<file path="src/rtl/frost32_mem_bus_ctrl_pkg.sv">
// Shared types and helpers for the Frost32 memory-side bus controller.
// Access encodings match the CPU memory port.
package PkgFrost32Cpu;

    typedef enum logic {
        DiatRead  = 1'b0,
        DiatWrite = 1'b1
    } DataInoutAccessType;

    typedef enum logic [1:0] {
        Dias32  = 2'd0,
        Dias16  = 2'd1,
        Dias8   = 2'd2,
        DiasBad = 2'd3
    } DataInoutAccessSize;

    typedef enum logic [1:0] {
        StIdle = 2'd0,
        StBus  = 2'd1,
        StDone = 2'd2
    } MemBusCtrlState;

    typedef struct packed {
        logic [31:0]        addr;
        logic [31:0]        data;
        DataInoutAccessType access_type;
        DataInoutAccessSize access_size;
    } MemBusReq;

    function automatic logic legal_access(
        input logic [31:0]        addr,
        input DataInoutAccessSize size
    );
        logic ok;
        ok = 1'b0;
        case (size)
            Dias32:  ok = (addr[1:0] == 2'b00);
            Dias16:  ok = (addr[0] == 1'b0);
            Dias8:   ok = 1'b1;
            default: ok = 1'b0;
        endcase
        return ok;
    endfunction

    function automatic logic [3:0] byte_en_for(
        input logic [31:0]        addr,
        input DataInoutAccessSize size
    );
        logic [3:0] be;
        be = 4'b0000;
        case (size)
            Dias32:  be = 4'b1111;
            Dias16:  be = 4'b0011 << addr[1:0];
            Dias8:   be = 4'b0001 << addr[1:0];
            default: be = 4'b0000;
        endcase
        return be;
    endfunction

endpackage

</file>
<file path="src/rtl/frost32_mem_lane_align.sv">
// Byte-lane steering: right-justify/mask read data, replicate write data.
// Purely combinational.
module frost32_mem_lane_align
    import PkgFrost32Cpu::*;
(
    input  logic [31:0]        rdata_i,
    input  logic [1:0]         rd_offset_i,
    input  DataInoutAccessSize rd_size_i,
    output logic [31:0]        rdata_o,
    input  logic [31:0]        wdata_i,
    input  DataInoutAccessSize wr_size_i,
    output logic [31:0]        wdata_o
);

    logic [31:0] shifted;

    always_comb begin
        shifted = rdata_i >> {rd_offset_i, 3'b000};
        rdata_o = 32'h0;
        case (rd_size_i)
            Dias32:  rdata_o = shifted;
            Dias16:  rdata_o = {16'h0, shifted[15:0]};
            Dias8:   rdata_o = {24'h0, shifted[7:0]};
            default: rdata_o = 32'h0;
        endcase
    end

    always_comb begin
        wdata_o = wdata_i;
        case (wr_size_i)
            Dias16:  wdata_o = {2{wdata_i[15:0]}};
            Dias8:   wdata_o = {4{wdata_i[7:0]}};
            default: wdata_o = wdata_i;
        endcase
    end

endmodule

</file>
<file path="src/rtl/frost32_mem_bus_ctrl.sv">
// Frost32 memory bus controller: one word-addressed bus transaction per
// CPU request, with alignment/size checks and an ack timeout.
module frost32_mem_bus_ctrl
    import PkgFrost32Cpu::*;
#(
    parameter int TIMEOUT_CYCLES = 256,
    parameter int CNT_WIDTH      = 9
) (
    input  logic               clk,
    input  logic               rst,
    input  logic               in_req_mem_access,
    input  logic [31:0]        in_addr,
    input  logic [31:0]        in_data,
    input  DataInoutAccessType in_access_type,
    input  DataInoutAccessSize in_access_size,
    output logic [31:0]        out_data,
    output logic               out_wait_for_mem,
    output logic               out_bad_access,
    output logic               mem_req,
    output logic               mem_we,
    output logic [29:0]        mem_addr,
    output logic [3:0]         mem_byte_en,
    output logic [31:0]        mem_wdata,
    input  logic [31:0]        mem_rdata,
    input  logic               mem_ack
);

    localparam logic [CNT_WIDTH-1:0] CntLast = CNT_WIDTH'(TIMEOUT_CYCLES - 1);

    MemBusCtrlState       state_q, state_d;
    MemBusReq             req_q, req_d;
    logic [CNT_WIDTH-1:0] cnt_q, cnt_d;
    logic [31:0]          out_data_q, out_data_d;
    logic                 wait_q, wait_d;
    logic                 bad_q, bad_d;
    logic                 mem_req_q, mem_req_d;
    logic                 mem_we_q, mem_we_d;
    logic [29:0]          mem_addr_q, mem_addr_d;
    logic [3:0]           be_q, be_d;
    logic [31:0]          wdata_q, wdata_d;

    logic [31:0]          rdata_aligned;
    logic [31:0]          wdata_rep;

    // Read side uses the latched request; write side uses the live request.
    frost32_mem_lane_align u_align (
        .rdata_i     (mem_rdata),
        .rd_offset_i (req_q.addr[1:0]),
        .rd_size_i   (req_q.access_size),
        .rdata_o     (rdata_aligned),
        .wdata_i     (in_data),
        .wr_size_i   (in_access_size),
        .wdata_o     (wdata_rep)
    );

    always_comb begin
        state_d    = state_q;
        req_d      = req_q;
        cnt_d      = cnt_q;
        out_data_d = out_data_q;
        wait_d     = wait_q;
        bad_d      = 1'b0;
        mem_req_d  = mem_req_q;
        mem_we_d   = mem_we_q;
        mem_addr_d = mem_addr_q;
        be_d       = be_q;
        wdata_d    = wdata_q;

        unique case (state_q)
            StIdle: begin
                if (in_req_mem_access) begin
                    req_d.addr        = in_addr;
                    req_d.data        = in_data;
                    req_d.access_type = in_access_type;
                    req_d.access_size = in_access_size;
                    if (legal_access(in_addr, in_access_size)) begin
                        mem_req_d  = 1'b1;
                        mem_we_d   = (in_access_type == DiatWrite);
                        mem_addr_d = in_addr[31:2];
                        be_d       = byte_en_for(in_addr, in_access_size);
                        wdata_d    = wdata_rep;
                        wait_d     = 1'b1;
                        cnt_d      = '0;
                        state_d    = StBus;
                    end else begin
                        bad_d   = 1'b1;
                        state_d = StDone;
                    end
                end
            end
            StBus: begin
                // An ack in the final timeout cycle still completes normally.
                if (mem_ack) begin
                    mem_req_d = 1'b0;
                    wait_d    = 1'b0;
                    if (req_q.access_type == DiatRead) begin
                        out_data_d = rdata_aligned;
                    end
                    state_d = StDone;
                end else if (cnt_q == CntLast) begin
                    mem_req_d  = 1'b0;
                    out_data_d = 32'h0;
                    wait_d     = 1'b0;
                    bad_d      = 1'b1;
                    state_d    = StDone;
                end else begin
                    cnt_d = cnt_q + CNT_WIDTH'(1);
                end
            end
            StDone: begin
                state_d = StIdle;
            end
            default: begin
                state_d = StIdle;
            end
        endcase
    end

    always_ff @(posedge clk or posedge rst) begin
        if (rst) begin
            state_q    <= StIdle;
            req_q      <= '0;
            cnt_q      <= '0;
            out_data_q <= 32'h0;
            wait_q     <= 1'b0;
            bad_q      <= 1'b0;
            mem_req_q  <= 1'b0;
            mem_we_q   <= 1'b0;
            mem_addr_q <= 30'h0;
            be_q       <= 4'h0;
            wdata_q    <= 32'h0;
        end else begin
            state_q    <= state_d;
            req_q      <= req_d;
            cnt_q      <= cnt_d;
            out_data_q <= out_data_d;
            wait_q     <= wait_d;
            bad_q      <= bad_d;
            mem_req_q  <= mem_req_d;
            mem_we_q   <= mem_we_d;
            mem_addr_q <= mem_addr_d;
            be_q       <= be_d;
            wdata_q    <= wdata_d;
        end
    end

    assign out_data         = out_data_q;
    assign out_wait_for_mem = wait_q;
    assign out_bad_access   = bad_q;
    assign mem_req          = mem_req_q;
    assign mem_we           = mem_we_q;
    assign mem_addr         = mem_addr_q;
    assign mem_byte_en      = be_q;
    assign mem_wdata        = wdata_q;

endmodule

</file>
<file path="config.mk">
export PLATFORM = sky130hd
export DESIGN_NAME = frost32_mem_bus_ctrl
export DESIGN_NICKNAME = d
export VERILOG_FILES = /design/src/rtl/frost32_mem_bus_ctrl_pkg.sv /design/src/rtl/frost32_mem_lane_align.sv /design/src/rtl/frost32_mem_bus_ctrl.sv
export SDC_FILE = /design/constraint.sdc
export NUM_CORES = 1
export LEC_CHECK = 0
export CAP_MARGIN = 10
export CORE_ASPECT_RATIO = 0.5
export CORE_MARGIN = 2
export CORE_UTILIZATION = 44
export DETAILED_ROUTE_END_ITERATION = 6
export PLACE_DENSITY = 0.81
export RECOVER_POWER = 25
export SYNTH_ARGS = -nofsm -noshare
export SYNTH_HDL_FRONTEND = slang
export SYNTH_SLANG_ARGS = --single-unit
</file>
<file path="constraint.sdc">
create_clock -name clk -period 4.8 [get_ports clk]
set_clock_uncertainty 0.1 [all_clocks]
set_input_delay 0.72 -clock clk [delete_from_list [all_inputs] [get_ports clk]]
set_output_delay 0.72 -clock clk [all_outputs]
set_load 0.005 [all_outputs]
</file>
Word level (Yosys, flattened, before mapping)
Index checks and enable logic that the tools add are counted.
Word-level totals
  register bits after elaboration: 117
Operators by class
  add/subtract/negate cells: 1
  eq/ne operators: 12
  shift operators: 3
  muxes and demuxes: 29
  bitwise operators: 1
  reductions and logical operators: 12
Operators by type and width (count)
  32-bit 2-to-1 mux: 3
  32-bit one-hot mux with 3 select lines: 1
  32-bit one-hot mux with 2 select lines: 1
  9-bit 2-to-1 mux: 4
  32-bit by 5-bit right shift with 32-bit output: 1
  9-bit one-hot mux with 2 select lines: 1
  4-bit one-hot mux with 3 select lines: 1
  1-bit 2-to-1 mux: 10
  2-bit != test (second input constant): 5
  9-bit by 1-bit adder with 9-bit output (second input constant): 1
  9-bit by 8-bit equality test with 1-bit output (second input constant): 1
  2-bit logical NOT: 4
  2-bit 2-to-1 mux: 4
  2-bit by 1-bit equality test with 1-bit output (second input constant): 3
  3-bit AND reduction: 2
  5-bit AND reduction: 1
  2-bit equality test (second input constant): 2
  1-bit one-hot mux with 2 select lines: 2
  2-bit one-hot mux with 2 select lines: 1
  2-bit AND reduction: 2
  4-bit AND reduction: 1
  2-bit nonzero test: 2
  1-bit by 2-bit << shifter with 4-bit output (first input constant): 1
  2-bit by 2-bit << shifter with 4-bit output (first input constant): 1
  3 further kinds: 3

Longest topological paths before layout
  depth after elaboration: 7
  gate-level depth with buffers: 10

Cells and area by module
Synthesis repeated with hierarchy kept, for this count alone.
Unflattened totals
  cells, all modules: 487
  area total of the unflattened synthesis: 5720.5 µm²
By module, submodules not included
  frost32_mem_bus_ctrl: times used 1, cells an instance 322, area each 4664.5 µm²
  frost32_mem_lane_align: times used 1, cells an instance 165, area each 1056.0 µm²

Worst setup path after synthesis
No wires, ideal clock.
  kind: input-to-reg
  from: in in_access_size[1]
  to: reg wdata_q[16], in the netlist mem_wdata[16]
  data arrival time: 2.401 ns
  required time: 4.574 ns
  path slack: 2.173 ns
  stages on the path: 9
  buffers on the path: 4
  cell sequence: inv_1 ha_1 clkbuf_1 nor2_1 a2111o_1 buf_6 buf_6 buf_6 a221o_1
Between the ends
  longest elaborated chain between the ends: 5
  elaborated cells between the ends (all ways): 8
  classes of those cells: eq/ne: 2; mux: 4; reduce/logical: 2
Ends and longest elaborated chain
  from (decl): RTL line frost32_mem_bus_ctrl.sv:15  | input DataInoutAccessSize in_access_size,
  2-bit equality test (tied with other cells): RTL line frost32_mem_bus_ctrl_pkg.sv:36, frost32_mem_lane_align.sv:30
  1-bit one-hot mux with 3 select lines: RTL line frost32_mem_bus_ctrl_pkg.sv:36  | case (size)
  1-bit 2-to-1 mux: RTL line frost32_mem_bus_ctrl.sv:71  | if (in_req_mem_access) begin
  1-bit 2-to-1 mux: RTL line frost32_mem_bus_ctrl.sv:69  | unique case (state_q)
  3-bit AND reduction (no line)
  to (signal assigned): RTL line frost32_mem_bus_ctrl.sv:143  | wdata_q <= wdata_d;
  to (decl): RTL line frost32_mem_bus_ctrl.sv:40  | logic [31:0] wdata_q, wdata_d;
Several ways; a longest one is shown, not always the timed one. The select of a mux whose other input is x is not followed.
A chain may end at the register's enable or synchronous reset.

Worst setup path in the final report
  from: in in_access_size[0]
  to: reg mem_addr_q[5], in the netlist mem_addr[5]
Between the ends
  longest elaborated chain between the ends: 5
  elaborated cells between the ends (all ways): 7
  classes of those cells: eq/ne: 2; mux: 3; reduce/logical: 2
Ends and longest elaborated chain
  2-bit equality test (tied with other cells): RTL line frost32_mem_bus_ctrl_pkg.sv:36
  1-bit one-hot mux with 3 select lines *: RTL line frost32_mem_bus_ctrl_pkg.sv:36
  1-bit 2-to-1 mux *: RTL line frost32_mem_bus_ctrl.sv:71
  1-bit 2-to-1 mux *: RTL line frost32_mem_bus_ctrl.sv:69
  3-bit AND reduction (no line) *
  to (signal assigned): RTL line frost32_mem_bus_ctrl.sv:141  | mem_addr_q <= mem_addr_d;
  to (decl): RTL line frost32_mem_bus_ctrl.sv:38  | logic [29:0] mem_addr_q, mem_addr_d;
Every way passes the cells marked *; elsewhere a longest branch is shown, timed or not. The select of a mux whose other input is x is not followed.

==> summary.txt <==
Status -> finished with violations
Violated checks -> max-capacitance violations, max-slew violations
Horiz. Die Dim -> 159 um
Via density -> 5.42
Share of cells above drive strength 1 -> 12.5%
Ant. Diodes -> 0
Dominant synthesized flop cell -> dfrtp_1
Iteration count of the initial detailed-routing pass -> 5
Seq cells post-synth -> 117
Fin Setup TNS -> 0 ps
Fmax -> 321 MHz
Initial antenna violation count -> 0
Peak VDD IR -> 0.000310 V
Post-synth net total -> 572
Fin crit period -> 3110 ps
Total Routing Usage GR -> 23.9%
Maxcap violations -> 1
Setup CP Type -> in2reg
Worst endpoint required time -> 4990 ps
Reg clk slew, reported paths -> 50 ps
Avg Synthesized Cell Area -> 11.4 um^2
CTS sink count -> 117
Post-synth EDFFs -> 0
Drt total wl -> 15300 um
Synth Instances -> 462
RSZ-0062 raised after global routing -> no
Synth Warn # -> 0
CP peak stage delay -> 510 ps
Setup Fix Bufs, Post-CTS -> 0
Slowest cell on crit path -> clkdlybuf4s50_1
FFs w/ async S/R, synth -> 100%
Slew margin rel. -> -48.0%
CTS tree -> done
Power density cells -> 615 nW/um^2
Tightest Hold Check Type -> reg2reg
Setup-failing EPs final -> 0
Initial Utilization -> 44.9%
Slew Limit Fails -> 53
Die footprint -> 12900 um^2
Crit share post-route -> 64.8%
Utilization after layout -> 68.5%
Worst-Skew Late Latency -> 420 ps
Yosys cell types -> 43
CTS H-tree lvls -> 4
Drt drc -> 0
Worst-case clock buffer depth -> 2
Antenna-violating nets left -> 0
Syn-to-layout area delta -> 52.5%
GR Overflow Total -> 0
Num CTS Buffers -> 17
Initial DRC Count -> 342
Routability Congestion -> 0.865
Mapped Area -> 5270 um^2
Total power -> 4940 uW
WL met1 -> 6270 um
Core ar. -> 11700 um^2
Max layer used -> met4
Routed wire length per instance -> 18.2 um
Chip Height -> 81.4 um
Cts hold-fix bufs -> 0
Rows -> 28
Worst Max-Slew Pin Slew -> 2210 ps
CP endpoint kind -> flip-flop
Seq/Total Area, Yosys -> 55.6%
HPWL after detailed placement -> 10900 um
Worst EP arrival -> 3310 ps
Worst-path fanout max -> 36
Io pins -> 205
First-pass GRT wire length -> 23700 um
Via count -> 4548
Clock root buffer -> clkbuf_16
Net count, final -> 772
Post-CTS Resized -> 0
Leakage -> 0.00344 uW
Hold Vio Cnt, Final -> 0
Fillers -> 885
Largest net degree at the start of global routing -> 53
Routed wire length on met3 -> 1090 um
Port bufs -> 204
Vias in the first global route -> 4495
Crit path cell chain -> clkdlybuf4s50_1 > inv_1 > ha_1 > nor2_1 > a2111o_2 > buf_4 > mux2_2
Met2 wire length -> 7610 um
Startpoint Class -> input port
==> per-stage QoR <==
stage	hold slack, ps	setup WS (ps)	instance area, um^2	cells
6_report	376	1690	8030	839
3_5_place_dp	369	1240	7420	808
3_3_place_gp	363	1340	7420	808
2_1_floorplan	368	879	5270	462
5_1_grt	413	1180	8030	839
4_1_cts	381	1680	8040	839
==> path summary, 6_finish.rpt <==
check / from / to / slack, ps / cells past startpoint
setup reg to reg: cnt_q[0] / cnt_q[7] / 1950 / 9
min in group asynchronous: rst / mem_addr[14] / 1240 / 2
hold reg to reg: mem_wdata[9] / mem_wdata[9] / 380 / 2
max in group asynchronous: rst / mem_addr[17] / 1700 / 3
hold / removal: mem_wdata[9] / mem_wdata[9] / 380 / 2
setup / recovery: in_access_size[0] / mem_addr[5] / 1690 / 7
==> cells by family after synthesis <==
group                    synth area share (%)
AO/OA/AOI/OAI                            17.1
adder cells (fa/ha/maj)                  1.66
buffers and inverters                    3.61
flip-flops                               55.6
multiplexers                             11.8
AND/OR/NAND/NOR                          10.2
==> flip-flops by register name (all words and copies together) (netlist names) <==
name            count
state_q             2
out_bad_access      1
req_q               5
mem_req             1
mem_byte_en         4
out_data           32
mem_addr           30
mem_we              1
mem_wdata          32
cnt_q               9
==> synth_stat cells, types with 8 or more instances <==
cell      count  area [um^2]
dfrtp_1     117         2930
nand2_1      61          229
o21ai_0      59          295
mux2_2       41          462
clkbuf_1     18         67.6
a22o_1       17          149
mux2i_1      16          160
nor2b_1      13         81.3
nor2_1       10         37.5
a211o_1       9         78.8
nor3b_1       9         67.6
a221o_1       8         80.1
a22oi_1       8         60.1
a32o_1        8         80.1
inv_1         8         30.0
==> where the power goes <==
group / switching [uW] / internal, uW
logic: 671 / 1180
registers: 304 / 1440
clock network: 439 / 903
==> area by class of cell <==
class | instances | area, um^2 | share of cell area (%)
clock inverters | 9 | 150 | 1.87
clock buffers | 22 | 474 | 5.90
multi-input cells | 307 | 2150 | 26.8
well taps | 165 | 206 | 2.57
inverters | 8 | 31.3 | 0.389
repair buffers | 211 | 2090 | 26.0
flip-flops and latches | 117 | 2930 | 36.4
==> routing by layer <==
layer / global-route usage (%) / vias up
li1: - / 2092
met5: 0 / -
met1: 28.6 / 2264
met4: 10.5 / 0
met3: 7.25 / 25
met2: 41.0 / 167
==> worst max-delay path, delay by kind of cell <==
family / cells / cell delay (ps)
muxes: 1 / 390
buffers and inverters: 3 / 1070
AOI/OAI and AO/OA: 1 / 510
adders and majority gates: 1 / 340
and+or+nand+nor: 1 / 260
==> placed cells by master, fill, tap and decap left out, drive strengths merged, types with 2 or more instances in the layout <==
master	count
clkdlybuf4s50	202
dfrtp	117
nand2	61
o21ai	60
mux2	41
clkbuf	24
a22o	17
mux2i	16
nor2b	13
nor2	10
nor3b	10
a211o	9
a22oi	8
a221o	8
a32o	8
inv	7
a21oi	7
ha	7
buf	5
nand3	4
a31oi	4
bufinv	4
nand2b	3
nor3	3
clkinv	3
or3b	3
clkinvlp	3
o22ai	2
dlygate4sd3	2
Note: power is estimated with default switching activity, not from simulation.
